`config.mk`:
```
export PLATFORM = sky130hd
export DESIGN_NAME = issue_sched_flat
export DESIGN_NICKNAME = d
export VERILOG_FILES = /design/src/rtl/issue_sched_if.sv /design/src/rtl/issue_sched.sv /design/src/flat_wrapper.sv
export SDC_FILE = /design/constraint.sdc
export NUM_CORES = 1
export LEC_CHECK = 0
export ABC_AREA = 1
export CAP_MARGIN = 20
export CORE_MARGIN = 4
export CORE_UTILIZATION = 53
export DETAILED_ROUTE_END_ITERATION = 10
export PLACE_DENSITY = 0.72
export SKIP_CTS_REPAIR_TIMING = 1
export SLEW_MARGIN = 20
export SYNTH_ARGS = -nofsm -noshare
export SYNTH_HDL_FRONTEND = slang
export SYNTH_SLANG_ARGS = --single-unit
```
`constraint.sdc`:
```
create_clock -name clk -period 4.23 [get_ports clk]
set_clock_uncertainty 0.2 [all_clocks]
set_input_delay 1.269 -clock clk [delete_from_list [all_inputs] [get_ports clk]]
set_output_delay 1.269 -clock clk [all_outputs]
set_load 0.1 [all_outputs]
```
`src/rtl/issue_sched_if.sv`:
```
// Bundle of the fetch-side, issue-side and flow-control signals of the
// instruction queue. The scheduler attaches through the slave modport; the
// fetch/decode environment drives through the master modport.
interface issue_sched_if #(
  parameter int CNT_W = 32
);
  logic             rdy;
  logic             rollback;
  logic             if_valid;
  logic [31:0]      if_inst;
  logic [31:0]      if_pc;
  logic             if_pre_j;
  logic             if_stall;
  logic             rob_full;
  logic             rs_full;
  logic             lsb_full;
  logic             inst_done;
  logic [31:0]      inst;
  logic [31:0]      inst_pc;
  logic             inst_pre_j;
  logic [CNT_W-1:0] stall_cnt;

  modport master (
    output rdy, rollback, if_valid, if_inst, if_pc, if_pre_j,
    output rob_full, rs_full, lsb_full,
    input  if_stall, inst_done, inst, inst_pc, inst_pre_j, stall_cnt
  );

  modport slave (
    input  rdy, rollback, if_valid, if_inst, if_pc, if_pre_j,
    input  rob_full, rs_full, lsb_full,
    output if_stall, inst_done, inst, inst_pc, inst_pre_j, stall_cnt
  );
endinterface

```
`src/rtl/issue_sched.sv`:
```
// Instruction queue and issue scheduler. Fetched instructions are buffered
// in a circular FIFO; the head entry is handed to the decoder only when the
// RoB and the head's target unit (RS for ALU/branch/jump, LSB for memory
// ops) both have room. A saturating counter records structural stalls.
module issue_sched #(
  parameter int DEPTH = 8,
  parameter int PTR_W = 3,
  parameter int CNT_W = 32
) (
  input  logic         clk,
  input  logic         rst,
  issue_sched_if.slave bus
);

  localparam logic [PTR_W:0] FULL_CNT  = (PTR_W + 1)'(DEPTH);
  localparam logic [6:0]     OP_LOAD   = 7'b0000011;
  localparam logic [6:0]     OP_STORE  = 7'b0100011;

  typedef struct packed {
    logic [31:0] inst;
    logic [31:0] pc;
    logic        pre_j;
  } entry_t;

  // Pointer advance; DEPTH is a power of two so the natural overflow wraps.
  function automatic logic [PTR_W-1:0] ptr_inc(input logic [PTR_W-1:0] p);
    return p + PTR_W'(1);
  endfunction

  // Counter increment that sticks at all-ones instead of wrapping.
  function automatic logic [CNT_W-1:0] sat_inc(input logic [CNT_W-1:0] c);
    if (&c) return c;
    else    return c + CNT_W'(1);
  endfunction

  logic [PTR_W-1:0] head_q;
  logic [PTR_W-1:0] tail_q;
  logic [PTR_W:0]   count_q;
  logic [DEPTH-1:0] vld_q;
  logic [DEPTH-1:0] vld_nxt;
  logic [CNT_W-1:0] stall_q;
  entry_t           mem [DEPTH];

  entry_t           head_ent;
  entry_t           in_ent;
  logic             full;
  logic             head_valid;
  logic             is_lsb;
  logic             target_full;
  logic             enq;
  logic             deq;
  logic             stall_evt;

  // Head decode, issue decision and queue-accept decision.
  always_comb begin
    head_ent    = mem[head_q];
    in_ent      = '{inst: bus.if_inst, pc: bus.if_pc, pre_j: bus.if_pre_j};
    full        = (count_q == FULL_CNT);
    head_valid  = (count_q != '0) && vld_q[head_q];
    is_lsb      = (head_ent.inst[6:0] == OP_LOAD) || (head_ent.inst[6:0] == OP_STORE);
    target_full = is_lsb ? bus.lsb_full : bus.rs_full;
    // Issue only from a queued entry: no fetch-to-issue bypass.
    deq         = bus.rdy && !bus.rollback && head_valid && !bus.rob_full && !target_full;
    enq         = bus.rdy && !bus.rollback && bus.if_valid && !full;
    stall_evt   = bus.rdy && !bus.rollback && head_valid && !deq;
  end

  // Next per-entry occupancy: retire the head on issue, claim the tail on accept.
  always_comb begin
    vld_nxt = vld_q;
    if (deq) vld_nxt[head_q] = 1'b0;
    if (enq) vld_nxt[tail_q] = 1'b1;
  end

  // Queue control: pointers, occupancy and flush on rollback.
  always_ff @(posedge clk or negedge rst) begin
    if (!rst) begin
      head_q  <= '0;
      tail_q  <= '0;
      count_q <= '0;
      vld_q   <= '0;
    end else if (bus.rdy) begin
      if (bus.rollback) begin
        head_q  <= '0;
        tail_q  <= '0;
        count_q <= '0;
        vld_q   <= '0;
      end else begin
        if (enq) tail_q <= ptr_inc(tail_q);
        if (deq) head_q <= ptr_inc(head_q);
        if (enq && !deq)      count_q <= count_q + (PTR_W + 1)'(1);
        else if (!enq && deq) count_q <= count_q - (PTR_W + 1)'(1);
        vld_q <= vld_nxt;
      end
    end
  end

  // Entry payload storage; contents are qualified by vld_q/count_q, so no reset.
  always_ff @(posedge clk) begin
    if (enq) mem[tail_q] <= in_ent;
  end

  // Structural-stall counter: head present but not issued; the flush leaves it alone.
  always_ff @(posedge clk or negedge rst) begin
    if (!rst) begin
      stall_q <= '0;
    end else if (stall_evt) begin
      stall_q <= sat_inc(stall_q);
    end
  end

  // Output drive: head payload is zeroed when the queue is empty.
  always_comb begin
    bus.if_stall   = full;
    bus.inst_done  = deq;
    bus.inst       = head_valid ? head_ent.inst  : 32'h0;
    bus.inst_pc    = head_valid ? head_ent.pc    : 32'h0;
    bus.inst_pre_j = head_valid ? head_ent.pre_j : 1'b0;
    bus.stall_cnt  = stall_q;
  end

endmodule

```
`src/flat_wrapper.sv`:
```
// flat-port wrapper written by rule: the top's interface ports become plain ports
module issue_sched_flat 
#(
  parameter int DEPTH = 8,
  parameter int PTR_W = 3,
  parameter int CNT_W = 32
)
  (clk, rst, bus_rdy, bus_rollback, bus_if_valid, bus_if_inst, bus_if_pc, bus_if_pre_j, bus_rob_full, bus_rs_full, bus_lsb_full, bus_if_stall, bus_inst_done, bus_inst, bus_inst_pc, bus_inst_pre_j, bus_stall_cnt);
  issue_sched_if #(.CNT_W(CNT_W)) bus_i ();
  input  logic clk;
  input  logic rst;
  input wire logic [$bits(bus_i.rdy)-1:0] bus_rdy;
  input wire logic [$bits(bus_i.rollback)-1:0] bus_rollback;
  input wire logic [$bits(bus_i.if_valid)-1:0] bus_if_valid;
  input wire logic [$bits(bus_i.if_inst)-1:0] bus_if_inst;
  input wire logic [$bits(bus_i.if_pc)-1:0] bus_if_pc;
  input wire logic [$bits(bus_i.if_pre_j)-1:0] bus_if_pre_j;
  input wire logic [$bits(bus_i.rob_full)-1:0] bus_rob_full;
  input wire logic [$bits(bus_i.rs_full)-1:0] bus_rs_full;
  input wire logic [$bits(bus_i.lsb_full)-1:0] bus_lsb_full;
  output wire logic [$bits(bus_i.if_stall)-1:0] bus_if_stall;
  output wire logic [$bits(bus_i.inst_done)-1:0] bus_inst_done;
  output wire logic [$bits(bus_i.inst)-1:0] bus_inst;
  output wire logic [$bits(bus_i.inst_pc)-1:0] bus_inst_pc;
  output wire logic [$bits(bus_i.inst_pre_j)-1:0] bus_inst_pre_j;
  output wire logic [$bits(bus_i.stall_cnt)-1:0] bus_stall_cnt;
  assign bus_i.rdy = bus_rdy;
  assign bus_i.rollback = bus_rollback;
  assign bus_i.if_valid = bus_if_valid;
  assign bus_i.if_inst = bus_if_inst;
  assign bus_i.if_pc = bus_if_pc;
  assign bus_i.if_pre_j = bus_if_pre_j;
  assign bus_i.rob_full = bus_rob_full;
  assign bus_i.rs_full = bus_rs_full;
  assign bus_i.lsb_full = bus_lsb_full;
  assign bus_if_stall = bus_i.if_stall;
  assign bus_inst_done = bus_i.inst_done;
  assign bus_inst = bus_i.inst;
  assign bus_inst_pc = bus_i.inst_pc;
  assign bus_inst_pre_j = bus_i.inst_pre_j;
  assign bus_stall_cnt = bus_i.stall_cnt;
  issue_sched #(.DEPTH(DEPTH), .PTR_W(PTR_W), .CNT_W(CNT_W)) u_core (.clk(clk), .rst(rst), .bus(bus_i));
endmodule
```
==> results of run 1 <==
[logic make-up (layout without fill, tap and decap cells)]
group	count (synthesis)	in the layout	share of synthesized area (%)
fa+ha+maj	6	6	0.3671
xor+xnor	33	33	1.285
compound gates	276	276	8.416
other cells	0	2	0
simple gates	513	514	10.89
flops	570	570	74.98
buf+inv	209	523	4.066
[cell usage in the layout (no fill, tap or decap), drive strengths merged]
cell type	instances
a21oi	7
nand4	22
diode	2
nand2	249
xor2	22
inv	136
nand3	31
bufinv	3
a41oi	1
o221ai	37
nor3	31
or2	26
a22oi	1
a221oi	1
o22ai	129
edfxtp	520
clkbuf	80
ha	5
o22a	16
nor4	45
dfrtp	50
o21ai	74
clkdlybuf4s50	72
fa	1
buf	192
or4	10
o21bai	3
nor2	100
o21a	7
clkinvlp	4
clkinv	36
xnor2	11
[Yosys cell counts (all sizes together), types with 26 or more instances]
library cell | count | area, sq um
edfxtp | 520 | 15610
nand2 | 248 | 1016
inv | 138 | 525.5
o22ai | 129 | 807.0
nor2 | 100 | 422.9
o21ai | 74 | 486.7
dfrtp | 50 | 1251
buf | 48 | 302.8
nor4 | 45 | 281.5
o221ai | 37 | 324.1
nand3 | 31 | 197.7
nor3 | 31 | 155.2
or2 | 26 | 162.7
[worst max-delay path: stages, from the launching register on]
cell and delay, ns:
dfrtp_2 0.55, buf_6 0.16, nand2_1 0.05, nand2_1 0.07, nand2_1 0.05, nand2_1 0.07
nand2_2 0.06, nand2_4 0.14, nand2_8 0.13, buf_4 0.19, nor4_4 0.48, buf_12 0.24
[final cells by class]
class                   instances  share of cell area (%)
clock buffers                  64                   4.853
repair buffers                280                   13.09
inverters                     139                   1.913
multi-input cells             829                   19.62
flip-flops and latches        570                   57.20
diodes                          2                 0.01697
repair inverters                1                 0.02970
clock inverters                39                  0.9969
well taps                     539                   2.287
[report_power, final]
group / internal [mW] / total (mW) / switching, mW
sequential: 6.28 / 6.34 / 0.0624
clock: 2.61 / 4.68 / 2.07
combinational: 0.465 / 1.38 / 0.919
total: 9.35 / 12.4 / 3.05
[worst paths after layout]
check	startpoint	end	slack, ns	cells past startpoint
worst min register to register	u_core.bus.stall_cnt[26]	u_core.bus.stall_cnt[26]	0.32	2
worst min-delay path	u_core.bus.stall_cnt[26]	u_core.bus.stall_cnt[26]	0.32	2
max in group asynchronous	rst	u_core.bus.stall_cnt[18]	2.52	2
min in group asynchronous	rst	u_core.tail_q[2]	0.58	1
worst max register to register	u_core.head_q[0]	u_core.count_q[3]	0.90	19
worst max-delay path	u_core.head_q[0]	bus_inst[14]	-0.04	11
[registers in the layout, indices dropped and copies added (netlist names)]
| register | count |
|---|---|
| u_core.count_q | 4 |
| u_core.mem | 520 |
| u_core.tail_q | 3 |
| u_core.head_q | 3 |
| u_core.bus.stall_cnt | 32 |
| u_core.vld_q | 8 |
[through the flow]
step           area, sq um  TNS (ns)  instances  setup WS [ns]  util [%]
2_1_floorplan        23010    -14.74       1607        -0.5988         -
3_3_place_gp         26330         0       2302         0.1243     62.78
3_5_place_dp         26330         0       2302         0.1021     62.78
4_1_cts              28060    -13.78       2405        -0.3732     66.89
5_1_grt              29490    -2.421       2463        -0.1157     70.31
6_report             29490   -0.1158       2463       -0.03684     70.31
[per-layer routing]
layer  GRT usage [%]  share of wire (%)
met5               0              0.069
met4           5.987                2.7
met3           4.478                7.7
met2           37.39                 49
met1           32.46                 40
==> reports/qor.csv, run 1 <==
metric,value,unit
relSlewSlack,35.53,%
syn_area,22490,sq um
syn_area_per_cell,14.00,sq um
drc,0,
power.total,12.40,mW
cp-end-kind,output pin,
clkTransAtPathRegs,0.06,ns
grt_antenna_before_repair,5,
ios,172,
grt-ovfl-total,0,
cts_tree,built,
post_drt_via_cell_ratio,5.946,
cellPowerDensity,420.6,nW/um^2
dpl.hpwl,30840,um
clock.fmax,0.2344,GHz
ir_drop,0.0003903,V
htree_levels,2,
worst_slew_pin_slew,0.9640,ns
synthFlopType,edfxtp_1,
finalSetupViolCount,7,
synth_fp_nets,1686,
critical_path.max_fanout,8,
violations,negative setup slack,
grt_max_degree,67,
num_vias,14640,
finalHoldViolations,0,
clockBufferDepth,3,
crit_type,reg2out,
crit_arrival,2.80,ns
die_width,214.0,um
area_delta_synth_final,31.12,%
status,finished with violations,
coreArea,41950,sq um
yosysWarningCount,0,
fin_hold_ws,0.3221,ns
cts_made_buffers,55,
cts_sinks,570,
grt_pass1_vias,14070,
clk_latency,0.62,ns
track_usage,22.98,%
first_pass_iters,7,
holdCritPathClass,reg2reg,
wl_per_cell,23.70,um
synth_seq_cells,570,
multi_input_area,5787,sq um
fillCellCount,2640,
syn_inst,1607,
grt_pass1_wl,82390,um
async_reset_ff_share,8.772,%
register_area,16870,sq um
fin_nets,1955,
drv_cap,0,
row_count,75,
rsz0062_at_grt,yes,
required,2.76,ns
drt_wl_total,58370,um
synth.yosys.seq_area_share,74.98,%
period_minus_slack,4.267,ns
slew_violations,0,
ys_types,41,
drt_iter0_markers,1610,
die_h,214.0,um
setup_slack,-0.03684,ns
leakagePower,10.17,nW
clockRootBuffer,clkbuf_16,
cp-start-kind,flip-flop,
drive_gt1_share,27.26,%
drt.antenna.violating_nets,0,
gp_congestion,0.8302,
synth_edf_count,520,
start_util,53.63,%
period_share,100.9,%
portBuffers,171,
die-area,45800,sq um
(Power assumes the default switching activity.)
==> inputs of run 2 (changes only) <==
==> constraint.sdc (replaced) <==
create_clock -name clk -period 4.23 [get_ports clk]
set_clock_uncertainty 0.2 [all_clocks]
set_input_delay 0.846 -clock clk [delete_from_list [all_inputs] [get_ports clk]]
set_output_delay 0.846 -clock clk [all_outputs]
set_load 0.02 [all_outputs]
==> run 2 against run 1 <==
  * The run still ends with negative setup slack left
  * Critical endpoint is now bus_inst[13]
  * Final area shrank 7.1%
  * Clock-buffer cell count grew 1
  * First-iteration DRC count shrank 13%
  * Final cell count shrank 2.2%
  * Flip-flop and latch count is the same
  * Non-clock buffer count shrank 45
  * Combinational power shrank 42%
  * Clock power is essentially flat
  * Critical path depth grew 1
  * Worst hold slack lost 0.0084 ns
  * Power shrank 4.7%
==> reports/qor.csv, run 2 (synthesis gave the netlist of run 1 again) <==
metric,value,unit
post-place-ws,0.3551,ns
reg2reg_depth,19,
worst_slew_pin_slew,0.6306,ns
fin_nets,1908,
track_usage,23.19,%
grt_antenna_before_repair,7,
post_drt_via_cell_ratio,5.885,
crit_type,reg2out,
drive_gt1_share,15.42,%
ios,172,
required,3.18,ns
drv_cap,0,
row_count,75,
clk_latency,0.59,ns
grt_pass1_vias,14210,
portBuffers,171,
period_minus_slack,4.259,ns
rr_startpoint,u_core.head_q[0],
crit_end,bus_inst[13],
final_common_cell,edfxtp_1,
fillCellCount,2989,
placed_area,25400,sq um
die_width,214.0,um
drt_wl_total,53840,um
grt_max_degree,67,
cts_tree,built,
cp_top_family,buffers and inverters,
slew_violations,0,
stdcell_area,27390,sq um
cts_made_buffers,55,
gp_congestion,0.9337,
relSlewSlack,57.86,%
clkTransAtPathRegs,0.06,ns
crit_path_max_incr_delay,0.61,ns
critical_path.max_fanout,65,
area_delta_synth_final,21.76,%
clockBufferDepth,3,
die_h,214.0,um
power.total,11.82,mW
htree_levels,2,
largest_reg_flops,520,
cpMaxStageDelayCell,clkdlybuf4s50_1,
critPathLaunch,u_core.head_q[0],
die-area,45800,sq um
status,finished with violations,
crit_cells,12,
crit_chain,inv_8 > nand2_1 > nand2_1 > nand2_1 > nand2_1 > nand2_1 > nand2_1 > nand2_2 > buf_12 > nor4_2 > buf_4 > clkdlybuf4s50_1,
cp-end-kind,output pin,
finalSetupViolCount,2,
cp_common_cell,nand2_1,
num_vias,14180,
start_util,53.63,%
drc,0,
first_pass_iters,5,
drt.antenna.violating_nets,0,
reg2reg_to,u_core.count_q[3],
clock.fmax,0.2348,GHz
cts_sinks,570,
dpl.hpwl,31020,um
violations,negative setup slack,
leakagePower,10.05,nW
register_area,16870,sq um
top_register,u_core.mem,
cellPowerDensity,431.4,nW/um^2
cp-start-kind,flip-flop,
final_cell_mix,"edfxtp_1 (520), nand2_1 (211), o22ai_1 (129)",
period_share,100.7,%
grt-ovfl-total,0,
fin_setup_tns,-0.03215,ns
wl_per_cell,22.35,um
rsz0062_at_grt,yes,
worstPathBufferInverterCount,4,
placed_cells,2310,
grt_pass1_wl,83290,um
finalHoldViolations,0,
coreArea,41950,sq um
setup_slack,-0.02868,ns
holdCritPathClass,reg2reg,
drt_iter0_markers,1398,
multi_input_area,4916,sq um
clockRootBuffer,clkbuf_16,
ff2ff_setup_slack,0.86,ns
ir_drop,0.0003555,V
layoutNonFillerInstCount,2409,
crit_arrival,3.21,ns
[run 2: cell count changes in the layout (fill, tap and decap cells not counted), sizes merged]
cell,delta
nand2,-1
buf,-127
dlymetal6s2s,+43
inv,+3
clkbuf,-15
clkinvlp,+2
clkdlybuf4s50,+54
clkinv,-15
dlygate4sd3,+1
bufinv,+1
[run 2: worst min path at each step]
| stage | start | endpoint | slack [ns] | cells past startpoint |
|---|---|---|---|---|
| 2_1_floorplan | u_core.vld_q[1] | u_core.vld_q[1] | 0.27 | 2 |
| 3_3_place_gp | u_core.vld_q[6] | u_core.vld_q[6] | 0.29 | 2 |
| 3_5_place_dp | u_core.vld_q[4] | u_core.vld_q[4] | 0.30 | 2 |
| 4_1_cts | rst | u_core.vld_q[7] | -0.07 | 1 |
| 5_1_grt | u_core.vld_q[7] | u_core.vld_q[7] | 0.35 | 2 |
| 6_report | u_core.vld_q[0] | u_core.vld_q[0] | 0.31 | 2 |
[run 2: metrics by stage]
stage          utilization (%)  hold slack (ns)
6_report                 65.29           0.3138
5_1_grt                  65.28           0.3453
4_1_cts                  64.62         -0.07063
3_5_place_dp             60.55           0.2989
3_3_place_gp             60.55           0.2942
2_1_floorplan                -           0.2706
[run 2: power by group]
group	leakage (nW)	total, mW	switching, mW	internal [mW]
Sequential	5.37	6.33	0.0572	6.28
Clock	0.816	4.68	2.03	2.66
Combinational	3.87	0.799	0.486	0.313
Total	10.1	11.8	2.57	9.24
[run 2: cell type report]
type | count | share of cell area [%]
flip-flops and latches | 570 | 61.59
multi-input cells | 828 | 17.95
repair buffers | 235 | 9.785
clock buffers | 65 | 5.240
well taps | 539 | 2.462
inverters | 139 | 1.951
clock inverters | 31 | 1.000
diodes | 2 | 0.01827
[run 2: worst min-delay path, delay by kind of cell (launching register included)]
kind          cells  cell delay [ns]
flops             1             0.37
simple gates      2             0.11
[run 2: layer usage]
metal / global-route usage, % / share of wire [%]
met1: 32.21 / 42
met2: 38.18 / 48
met3: 4.690 / 8.2
met4: 5.965 / 1.8
met5: 0 / 0.13
